===== config.mk =====
export PLATFORM = sky130hd
export DESIGN_NAME = layer_cmd_dispatcher
export DESIGN_NICKNAME = d
export VERILOG_FILES = /design/src/rtl/layer_cmd_dispatcher_pkg.sv /design/src/rtl/layer_cmd_dispatcher_exec_watchdog.sv /design/src/rtl/layer_cmd_dispatcher.sv
export SDC_FILE = /design/constraint.sdc
export NUM_CORES = 2
export LEC_CHECK = 0
export ABC_AREA = 1
export BUFFER_PORTS_ARGS = -buffer_cell sky130_fd_sc_hd__clkbuf_2
export CORE_AREA = 2 2 369 371
export DETAILED_ROUTE_END_ITERATION = 16
export DIE_AREA = 0 0 371 373
export GPL_TIMING_DRIVEN = 0
export PLACE_DENSITY = 0.4
export SLEW_MARGIN = 20
export SYNTH_ARGS = -nofsm -noshare
export SYNTH_HDL_FRONTEND = slang
export SYNTH_SLANG_ARGS = --single-unit

===== constraint.sdc =====
create_clock -name clk -period 5.5 [get_ports clk]
set_clock_uncertainty 0.2 [all_clocks]
set_input_delay 0.275 -clock clk [delete_from_list [all_inputs] [get_ports clk]]
set_output_delay 0.275 -clock clk [all_outputs]
set_load 0.01 [all_outputs]

===== src/rtl/layer_cmd_dispatcher_pkg.sv =====
// Shared definitions for the layer command dispatcher.
// Holds opcode and status encodings, message field offsets, the one-hot
// FSM state encoding and a saturating 32-bit increment helper.
package layer_cmd_dispatcher_pkg;

    // Message layout: [7:0] opcode, [15:8] seq_id, [127:16] reserved,
    // [MSG-1:128] configuration payload.
    localparam int OPCODE_LSB  = 0;
    localparam int SEQ_ID_LSB  = 8;
    localparam int RSVD_LSB    = 16;
    localparam int RSVD_MSB    = 127;
    localparam int PAYLOAD_LSB = 128;

    localparam logic [7:0] OP_CONFIG       = 8'h01;
    localparam logic [7:0] OP_START        = 8'h02;
    localparam logic [7:0] OP_CONFIG_START = 8'h03;
    localparam logic [7:0] OP_STATUS       = 8'h04;

    localparam logic [7:0] STAT_OK             = 8'h00;
    localparam logic [7:0] STAT_UNSUPPORTED    = 8'h01;
    localparam logic [7:0] STAT_TIMEOUT        = 8'h02;
    localparam logic [7:0] STAT_ENGINE_ERROR   = 8'h03;
    localparam logic [7:0] STAT_NOT_CONFIGURED = 8'h04;

    typedef enum logic [3:0] {
        S_IDLE      = 4'b0001,
        S_DECODE    = 4'b0010,
        S_WAIT_DONE = 4'b0100,
        S_RESPOND   = 4'b1000
    } disp_state_e;

    function automatic logic [31:0] sat_inc32(input logic [31:0] v);
        return (v == 32'hFFFF_FFFF) ? v : v + 32'd1;
    endfunction

endpackage


===== src/rtl/layer_cmd_dispatcher_exec_watchdog.sv =====
// Execution watchdog: saturating 32-bit cycle counter with timeout compare.
// Ports:
//   clk, rst     clock, synchronous active-high reset
//   clr_i        clear counter to 0 (wins over en_i)
//   en_i         increment counter by 1 (saturating)
//   count_o      current count
//   expired_o    high when count_o + 1 equals C_TIMEOUT_CYCLES
module layer_cmd_dispatcher_exec_watchdog
    import layer_cmd_dispatcher_pkg::*;
#(
    parameter logic [31:0] C_TIMEOUT_CYCLES = 32'd1000000
) (
    input  logic        clk,
    input  logic        rst,
    input  logic        clr_i,
    input  logic        en_i,
    output logic [31:0] count_o,
    output logic        expired_o
);

    logic [31:0] count_q;
    logic [31:0] count_d;

    always_comb begin
        count_d = count_q;
        if (clr_i) begin
            count_d = '0;
        end else if (en_i) begin
            count_d = sat_inc32(count_q);
        end
    end

    always_ff @(posedge clk) begin
        if (rst) begin
            count_q <= '0;
        end else begin
            count_q <= count_d;
        end
    end

    assign count_o = count_q;
    // Compared against TIMEOUT-1 so the current cycle is the last one allowed.
    assign expired_o = (count_q == (C_TIMEOUT_CYCLES - 32'd1));

endmodule


===== src/rtl/layer_cmd_dispatcher.sv =====
// Layer command dispatcher: accepts assembled command messages, decodes
// the opcode, loads/starts the layer engine, supervises it with a
// watchdog, and returns a completion record.
// Handshakes: a message transfers on a cycle where msg_in_valid and
// msg_in_accept are both high; a completion transfers on a cycle where
// cmpl_valid and cmpl_ready are both high. While cmpl_valid is high all
// cmpl_* fields stay stable.
// Ports:
//   clk, rst                      clock, synchronous active-high reset
//   msg_in_valid/accept/data      command message input
//   eng_cfg_data/eng_cfg_load     configuration to engine (load pulse)
//   eng_start, eng_abort          engine start / abort pulses
//   eng_done, eng_error           engine completion pulse and error flag
//   cmpl_valid/ready/status/seq_id/cycles   completion record
//   busy                          high whenever not idle
//   dbg_state                     current FSM state (one-hot)
module layer_cmd_dispatcher
    import layer_cmd_dispatcher_pkg::*;
#(
    parameter int          C_MSG_WIDTH      = 512,
    parameter int          C_CFG_WIDTH      = 384,
    parameter logic [31:0] C_TIMEOUT_CYCLES = 32'd1000000
) (
    input  logic                   clk,
    input  logic                   rst,
    input  logic                   msg_in_valid,
    output logic                   msg_in_accept,
    input  logic [C_MSG_WIDTH-1:0] msg_in_data,
    output logic [C_CFG_WIDTH-1:0] eng_cfg_data,
    output logic                   eng_cfg_load,
    output logic                   eng_start,
    output logic                   eng_abort,
    input  logic                   eng_done,
    input  logic                   eng_error,
    output logic                   cmpl_valid,
    input  logic                   cmpl_ready,
    output logic [7:0]             cmpl_status,
    output logic [7:0]             cmpl_seq_id,
    output logic [31:0]            cmpl_cycles,
    output logic                   busy,
    output logic [3:0]             dbg_state
);

    disp_state_e            state_q, state_d;
    logic [7:0]             opcode_q, opcode_d;
    logic [7:0]             seq_q, seq_d;
    logic [C_CFG_WIDTH-1:0] payload_q, payload_d;
    logic [C_CFG_WIDTH-1:0] cfg_data_q, cfg_data_d;
    logic                   cfg_loaded_q, cfg_loaded_d;
    logic [31:0]            last_cycles_q, last_cycles_d;
    logic [31:0]            cycles_q, cycles_d;
    logic [7:0]             status_q, status_d;
    logic                   cfg_load_q, cfg_load_d;
    logic                   start_q, start_d;
    logic                   abort_q, abort_d;

    logic                   wd_clr, wd_en, wd_expired;
    logic [31:0]            wd_count;

    // Reserved header bits carry no meaning here.
    logic                   unused_reserved;
    assign unused_reserved = ^msg_in_data[RSVD_MSB:RSVD_LSB];

    layer_cmd_dispatcher_exec_watchdog #(
        .C_TIMEOUT_CYCLES(C_TIMEOUT_CYCLES)
    ) u_watchdog (
        .clk       (clk),
        .rst       (rst),
        .clr_i     (wd_clr),
        .en_i      (wd_en),
        .count_o   (wd_count),
        .expired_o (wd_expired)
    );

    always_comb begin
        state_d       = state_q;
        opcode_d      = opcode_q;
        seq_d         = seq_q;
        payload_d     = payload_q;
        cfg_data_d    = cfg_data_q;
        cfg_loaded_d  = cfg_loaded_q;
        last_cycles_d = last_cycles_q;
        cycles_d      = cycles_q;
        status_d      = status_q;
        cfg_load_d    = 1'b0;
        start_d       = 1'b0;
        abort_d       = 1'b0;
        wd_clr        = 1'b0;
        wd_en         = 1'b0;

        unique case (state_q)
            S_IDLE: begin
                if (msg_in_valid && msg_in_accept) begin
                    opcode_d  = msg_in_data[OPCODE_LSB +: 8];
                    seq_d     = msg_in_data[SEQ_ID_LSB +: 8];
                    payload_d = msg_in_data[PAYLOAD_LSB +: C_CFG_WIDTH];
                    state_d   = S_DECODE;
                end
            end
            S_DECODE: begin
                status_d = STAT_OK;
                cycles_d = '0;
                state_d  = S_RESPOND;
                case (opcode_q)
                    OP_CONFIG: begin
                        cfg_data_d   = payload_q;
                        cfg_load_d   = 1'b1;
                        cfg_loaded_d = 1'b1;
                    end
                    OP_START: begin
                        if (cfg_loaded_q) begin
                            start_d = 1'b1;
                            wd_clr  = 1'b1;
                            state_d = S_WAIT_DONE;
                        end else begin
                            status_d = STAT_NOT_CONFIGURED;
                        end
                    end
                    OP_CONFIG_START: begin
                        cfg_data_d   = payload_q;
                        cfg_load_d   = 1'b1;
                        cfg_loaded_d = 1'b1;
                        start_d      = 1'b1;
                        wd_clr       = 1'b1;
                        state_d      = S_WAIT_DONE;
                    end
                    OP_STATUS: begin
                        cycles_d = last_cycles_q;
                    end
                    default: begin
                        status_d = STAT_UNSUPPORTED;
                    end
                endcase
            end
            S_WAIT_DONE: begin
                wd_en = 1'b1;
                // Completion takes priority over a coincident timeout.
                if (eng_done) begin
                    status_d      = eng_error ? STAT_ENGINE_ERROR : STAT_OK;
                    cycles_d      = sat_inc32(wd_count);
                    last_cycles_d = sat_inc32(wd_count);
                    state_d       = S_RESPOND;
                end else if (wd_expired) begin
                    abort_d  = 1'b1;
                    status_d = STAT_TIMEOUT;
                    cycles_d = C_TIMEOUT_CYCLES;
                    state_d  = S_RESPOND;
                end
            end
            S_RESPOND: begin
                if (cmpl_ready) begin
                    state_d = S_IDLE;
                end
            end
            default: begin
                state_d = S_IDLE;
            end
        endcase
    end

    always_ff @(posedge clk) begin
        if (rst) begin
            state_q       <= S_IDLE;
            opcode_q      <= '0;
            seq_q         <= '0;
            payload_q     <= '0;
            cfg_data_q    <= '0;
            cfg_loaded_q  <= 1'b0;
            last_cycles_q <= '0;
            cycles_q      <= '0;
            status_q      <= '0;
            cfg_load_q    <= 1'b0;
            start_q       <= 1'b0;
            abort_q       <= 1'b0;
        end else begin
            state_q       <= state_d;
            opcode_q      <= opcode_d;
            seq_q         <= seq_d;
            payload_q     <= payload_d;
            cfg_data_q    <= cfg_data_d;
            cfg_loaded_q  <= cfg_loaded_d;
            last_cycles_q <= last_cycles_d;
            cycles_q      <= cycles_d;
            status_q      <= status_d;
            cfg_load_q    <= cfg_load_d;
            start_q       <= start_d;
            abort_q       <= abort_d;
        end
    end

    assign msg_in_accept = (state_q == S_IDLE);
    assign busy          = (state_q != S_IDLE);
    assign cmpl_valid    = (state_q == S_RESPOND);
    assign cmpl_status   = status_q;
    assign cmpl_seq_id   = seq_q;
    assign cmpl_cycles   = cycles_q;
    assign eng_cfg_data  = cfg_data_q;
    assign eng_cfg_load  = cfg_load_q;
    assign eng_start     = start_q;
    assign eng_abort     = abort_q;
    assign dbg_state     = state_q;

endmodule


-- Yosys cells after proc, flatten, opt, wreduce, memory -nomap -nowiden
Cells that the tools add are included.
- add/sub/neg operators: 1
- equality and inequality tests: 14
- muxes and demuxes: 24
- bitwise gates (word level): 2
- reduce and logical (&&, ||, !) cells: 12
- operators by type and width (cell ; count):
    32-bit two-way mux ; 4
    32-bit case mux with 2 select lines ; 1
    32-bit by 1-bit adder with 32-bit output, second input constant ; 1
    32-bit by 20-bit == test with 1-bit output, second input constant ; 1
    32-bit == test, second input constant ; 1
    4-bit two-way mux ; 5
    8-bit by 2-bit == test with 1-bit output, second input constant ; 2
    8-bit two-way mux ; 2
    4-bit case mux with 4 select lines ; 1
    8-bit case mux with 2 select lines ; 1
    8-bit by 1-bit == test with 1-bit output, second input constant ; 1
    8-bit by 3-bit == test with 1-bit output, second input constant ; 1
    4-bit case mux with 2 select lines ; 1
    2-bit AND reduction ; 4
    3-bit case mux with 2 select lines ; 1
    2-bit OR reduction ; 3
    3-bit OR reduction ; 2
    1-bit two-way mux ; 5
    4-bit by 1-bit == test with 1-bit output, second input constant ; 1
    4-bit by 2-bit == test with 1-bit output, second input constant ; 1
    4-bit by 3-bit == test with 1-bit output, second input constant ; 1
    4-bit == test, second input constant ; 1
    2-bit by 1-bit != test with 1-bit output, second input constant ; 2
    4-bit by 1-bit != test with 1-bit output, second input constant ; 1
    8 further kinds ; 9
- register bits: 896
- input bits: 518
- output and inout bits: 442
- word-level logic and storage cells: 66

-- Logic depth before layout (Yosys ltp)
- depth after elaboration: 4
- gate-level depth with buffers: 12
- gate-level depth less buffers: 11

-- Cells and area by module
A second synthesis with hierarchy kept.
- cells, all modules: 4407
- area total of the unflattened synthesis: 33629.8 um^2
- by module, submodules not included (module ; instances ; cells an instance ; area an instance (um^2) ; seq. area each (um^2)):
    layer_cmd_dispatcher ; 1 ; 4072 ; 31589.0 ; 17196.5
    layer_cmd_dispatcher_exec_watchdog ; 1 ; 335 ; 2040.7 ; 640.6

-- Least setup slack after synthesis
Ideal clock, no wire load.
- path kind: register to register
- from: register u_watchdog.count_q[0] (netlist: u_watchdog.count_o[0])
- to: register cycles_q[24] (netlist: cmpl_cycles[24])
- setup time: 120 ps
- data arrival time: 1656 ps
- slack: 3524 ps
- stages on the path, launching flop included: 12
- path buffers: 1
- period minus slack after synthesis: 1976 ps
- path through: dfxtp_1 -> ha_1 -> inv_2 -> nor2_8 -> nand3_1 -> nor2_1 -> nand2_1 -> nand2_4 -> nand2_4 -> buf_2 -> a21oi_1 -> a21oi_1
- cells in the longest elaborated chain, start to end: 4
- elaborated cells on any way between the ends: 8
- those cells by class: add/sub: 1; eq/ne: 3; mux: 3; reduce/logical: 1
- RTL lines (item ; RTL line ; text):
    start: declaration ; layer_cmd_dispatcher_exec_watchdog.sv:21 ; logic [31:0] count_q;
    start signal: assignment ; layer_cmd_dispatcher_exec_watchdog.sv:37 ; count_q <= count_d;
    32-bit by 1-bit adder with 32-bit output or 32-bit == test (tied branches) ; layer_cmd_dispatcher_pkg.sv:33 ; return (v == 32'hFFFF_FFFF) ? v : v + 32'd1;
    32-bit two-way mux ; -- ;
    32-bit two-way mux ; layer_cmd_dispatcher.sv:138 ; if (eng_done) begin
    32-bit case mux with 2 select lines ; layer_cmd_dispatcher.sv:91 ; unique case (state_q)
    end signal: assignment ; layer_cmd_dispatcher.sv:183 ; cycles_q <= cycles_d;
    end: declaration ; layer_cmd_dispatcher.sv:51 ; logic [31:0] cycles_q, cycles_d;
Parallel ways exist; a longest one is shown, timed or not.
A chain may end at the register's enable or synchronous reset.

-- Worst setup path after layout
- from: register state_q[0] (netlist: dbg_state[0])
- to: output port msg_in_accept
- cells in the longest elaborated chain, start to end: 1
- RTL lines (item ; RTL line ; text):
    start: declaration ; layer_cmd_dispatcher.sv:44 ; disp_state_e state_q, state_d;
    start signal: assignment ; layer_cmd_dispatcher.sv:176 ; state_q <= state_d;
    4-bit by 1-bit == test with 1-bit output ; layer_cmd_dispatcher.sv:191 ; assign msg_in_accept = (state_q == S_IDLE);
    end: declaration ; layer_cmd_dispatcher.sv:27 ; output logic msg_in_accept,
Every way passes these cells.

==> run_results.csv <==
group,metric,value,unit
detailed_routing,wl_per_cell,20.3,µm
cts,cts_made_buffers,106,
floorplanning,core_area,135000,µm²
detailed_routing,first_pass_iters,5,
sta,period_minus_slack,3220,ps
finish,mostFrequentLayoutCell,"dfxtp_1",
detailed_routing,route.detailed.drc,0,
sta,setup_viol,0,
setup_path,path_cells,"inv_2, nor2_1, nand2_1, inv_2, clkbuf_1, clkbuf_2",
yosys,yosysWarnings,0,
finish,layout-drive-gt1-share,20.3,%
detailed_routing,ant_nets,0,
hold_path,holdCritPathClass,"in2reg",
global_routing,track_usage,21.4,%
yosys,ys_seq_area_share,54.6,%
finish,final_cell_area,47000,µm²
cts,root_buffer,"clkbuf_16",
setup_path,max_stage_delay,460,ps
sta,max_freq,0.311,GHz
yosys,syn_inst,4269,
pwr,p_total,16.5,mW
setup_path,worst-path-max-fanout,10,
cts,numClockSinks,891,
floorplanning,pin_count,960,
setup_path,end_kind,"output pin",
sta,slew_viol_final,0,
detailed_routing,vias,33603,
cts,postCtsSetupBuffers,0,
sta,rsz0062_at_grt,"false",
finish,nNetsFinal,6146,
pwr,power.leakage,19.4,nW
setup_path,start_kind,"flip-flop",
setup_path,crit_type,"reg2out",
placed_design,pre_cts_slack,2160,ps
floorplanning,rows,135,
setup_path,slowest_stage,"inv_2",
yosys,netlist_area,32700,µm²
sta,slew_headroom,24.3,%
cts,clk_pin_slew,60,ps
sta,fin_crit_sh,58.5,%
yosys,syn_avg_cell_area,7.65,µm²
yosys,ys_ff_latch,891,
sta,hold_viol,0,
global_routing,antenna_found_initial,31,
placed_design,place_hpwl,117,mm
global_routing,grt_max_degree,16,
yosys,yosysUniqueCellTypes,33,
sta,finalSetupTns,0,ps
floorplanning,initial_core_util,24.3,%
placed_design,routabilityCongestion,0.927,
cts,clk_latency,740,ps
floorplanning,die_height,373,µm
finish,final_util,34.9,%
detailed_routing,vias_per_cell,4.47,
placed_design,placed_cell_area,39100,µm²
finish,layout_common_cells,"dfxtp_1 (891), clkbuf_2 (844), nor2_1 (771), nand2_1 (679), a21oi_1 (560)",
floorplanning,die_area,138000,µm²
cts,ctsHtreeMaxLevel,3,
setup_path,cp_data_required_time,5030,ps
finish,area_growth,43.8,%
placed_design,port_buffers,841,
flow_run,maxCapViolations,0,
cts,tritoncts,"built",
setup_path,timing.critical_path.mode_cell,"inv_2",
outcome,status,"finished, final reports clean",
floorplanning,die_width,371,µm
global_routing,grt.overflow.total,0,
sta,setup_slack,2280,ps
sta,worst_pin_slew,1130,ps
setup_path,cp.arrival,2740,ps
pwr,max-vdd-ir-drop,234,µV
global_routing,grt_pass1_wl,220,mm
cts,clockBufferDepth,3,
detailed_routing,wirelength,152,mm
detailed_routing,drt-initial-drc-count,2043,
global_routing,grt_pass1_vias,33105,
finish,fillers,14578,
pwr,power.density,350,nW/µm²
-- cell type report --
class	count	area, µm²	area share, %
plain buffers	340	1510	3.22
well taps	1781	2230	4.74
clock buffers	166	3270	6.96
flip-flops and latches	891	17800	38.0
clock inverters	32	478	1.02
multi-input cells	2906	12800	27.3
inverters	136	510	1.09
diodes	21	52.6	0.112
repair buffers	1246	8260	17.6
-- routing by layer --
metal	routed length, µm	up-vias	track usage (%)	share of wire (%)
met5	55	-	0	0.036
met3	11100	222	5.58	7.3
met1	65300	15605	26.5	43
li1	-	16745	-	-
met2	71200	1021	35.6	47
met4	4700	10	7.46	3.1
-- cells in the mapped netlist --
library cell / count / area share, %
nor3_1: 8 / 0.12
o21ai_1: 1 / 0.015
o21ai_0: 442 / 6.8
nor2_1: 771 / 8.9
nor2_2: 2 / 0.038
clkbuf_1: 211 / 2.4
ha_1: 1 / 0.038
nand3_1: 404 / 6.2
buf_1: 7 / 0.080
inv_2: 6 / 0.069
conb_1: 1 / 0.011
nand4_1: 5 / 0.096
inv_1: 129 / 1.5
buf_2: 100 / 1.5
dfxtp_1: 891 / 55
nand2_4: 2 / 0.069
nor4_1: 3 / 0.057
xor2_1: 2 / 0.054
nand2_1: 679 / 7.8
o211ai_1: 3 / 0.069
buf_4: 15 / 0.34
and2_1: 1 / 0.019
o21ai_2: 1 / 0.027
buf_6: 7 / 0.24
clkinv_1: 1 / 0.011
nor3_2: 1 / 0.031
nor2_8: 1 / 0.061
xnor2_1: 2 / 0.054
nand2_2: 5 / 0.096
nand3b_1: 4 / 0.092
or2_1: 2 / 0.038
nor2_4: 1 / 0.034
a21oi_1: 560 / 8.6
-- stage by stage --
step / hold WS, ps / cells
after global placement: 234 / 6895
after global routing: 126 / 7512
after floorplan: 223 / 4273
final: 140 / 7519
after CTS: 66.2 / 7498
after detailed placement: 242 / 6895
-- worst max-delay path, delay by kind of cell (launching register included) --
kind | cells | cell delay, ps
buf+inv | 4 | 1200
simple gates | 2 | 390
flops | 1 | 400
-- kinds of logic after synthesis --
group,after synthesis,share of synthesized area (%)
adder cells (fa/ha/maj),1,0.0383
flip-flops,891,54.6
AO/OA/AOI/OAI,1007,15.5
buffers and inverters,476,6.18
XOR/XNOR,4,0.107
AND/OR/NAND/NOR,1889,23.6
other,1,0.0115
-- state kept, by name (all words and copies together) (netlist names) --
register and count:
last_cycles_q 32, cmpl_status 3, eng_start 1, cmpl_cycles 32, cfg_loaded_q 1, payload_q 384
cmpl_seq_id 8, u_watchdog.count_o 32, opcode_q 8, eng_abort 1, dbg_state 4, eng_cfg_load 1
eng_cfg_data 384
-- where the power goes --
| group | total, mW | leakage, nW | switching, mW | internal [mW] |
|---|---|---|---|---|
| combinational | 2.01 | 10.3 | 1.27 | 0.738 |
| sequential | 6.94 | 7.24 | 0.146 | 6.79 |
| clock | 7.51 | 1.85 | 3.01 | 4.50 |
-- final timing paths --
path	startpoint	end	slack [ps]	depth (start not counted)
worst max register to register	dbg_state[2]	payload_q[192]	2300	9
worst min-delay path	msg_in_data[322]	payload_q[194]	140	4
worst max-delay path	dbg_state[0]	msg_in_accept	2280	6
worst min register to register	payload_q[361]	eng_cfg_data[361]	250	2
-- what timing repair did --
item / 4_1_cts / 5_1_grt
hold buffers: 405 / 0
gates resized for setup: 0 / 0
endpoints found under the hold margin: 412 / 0
No activity file was read; power rests on OpenSTA's default activity.
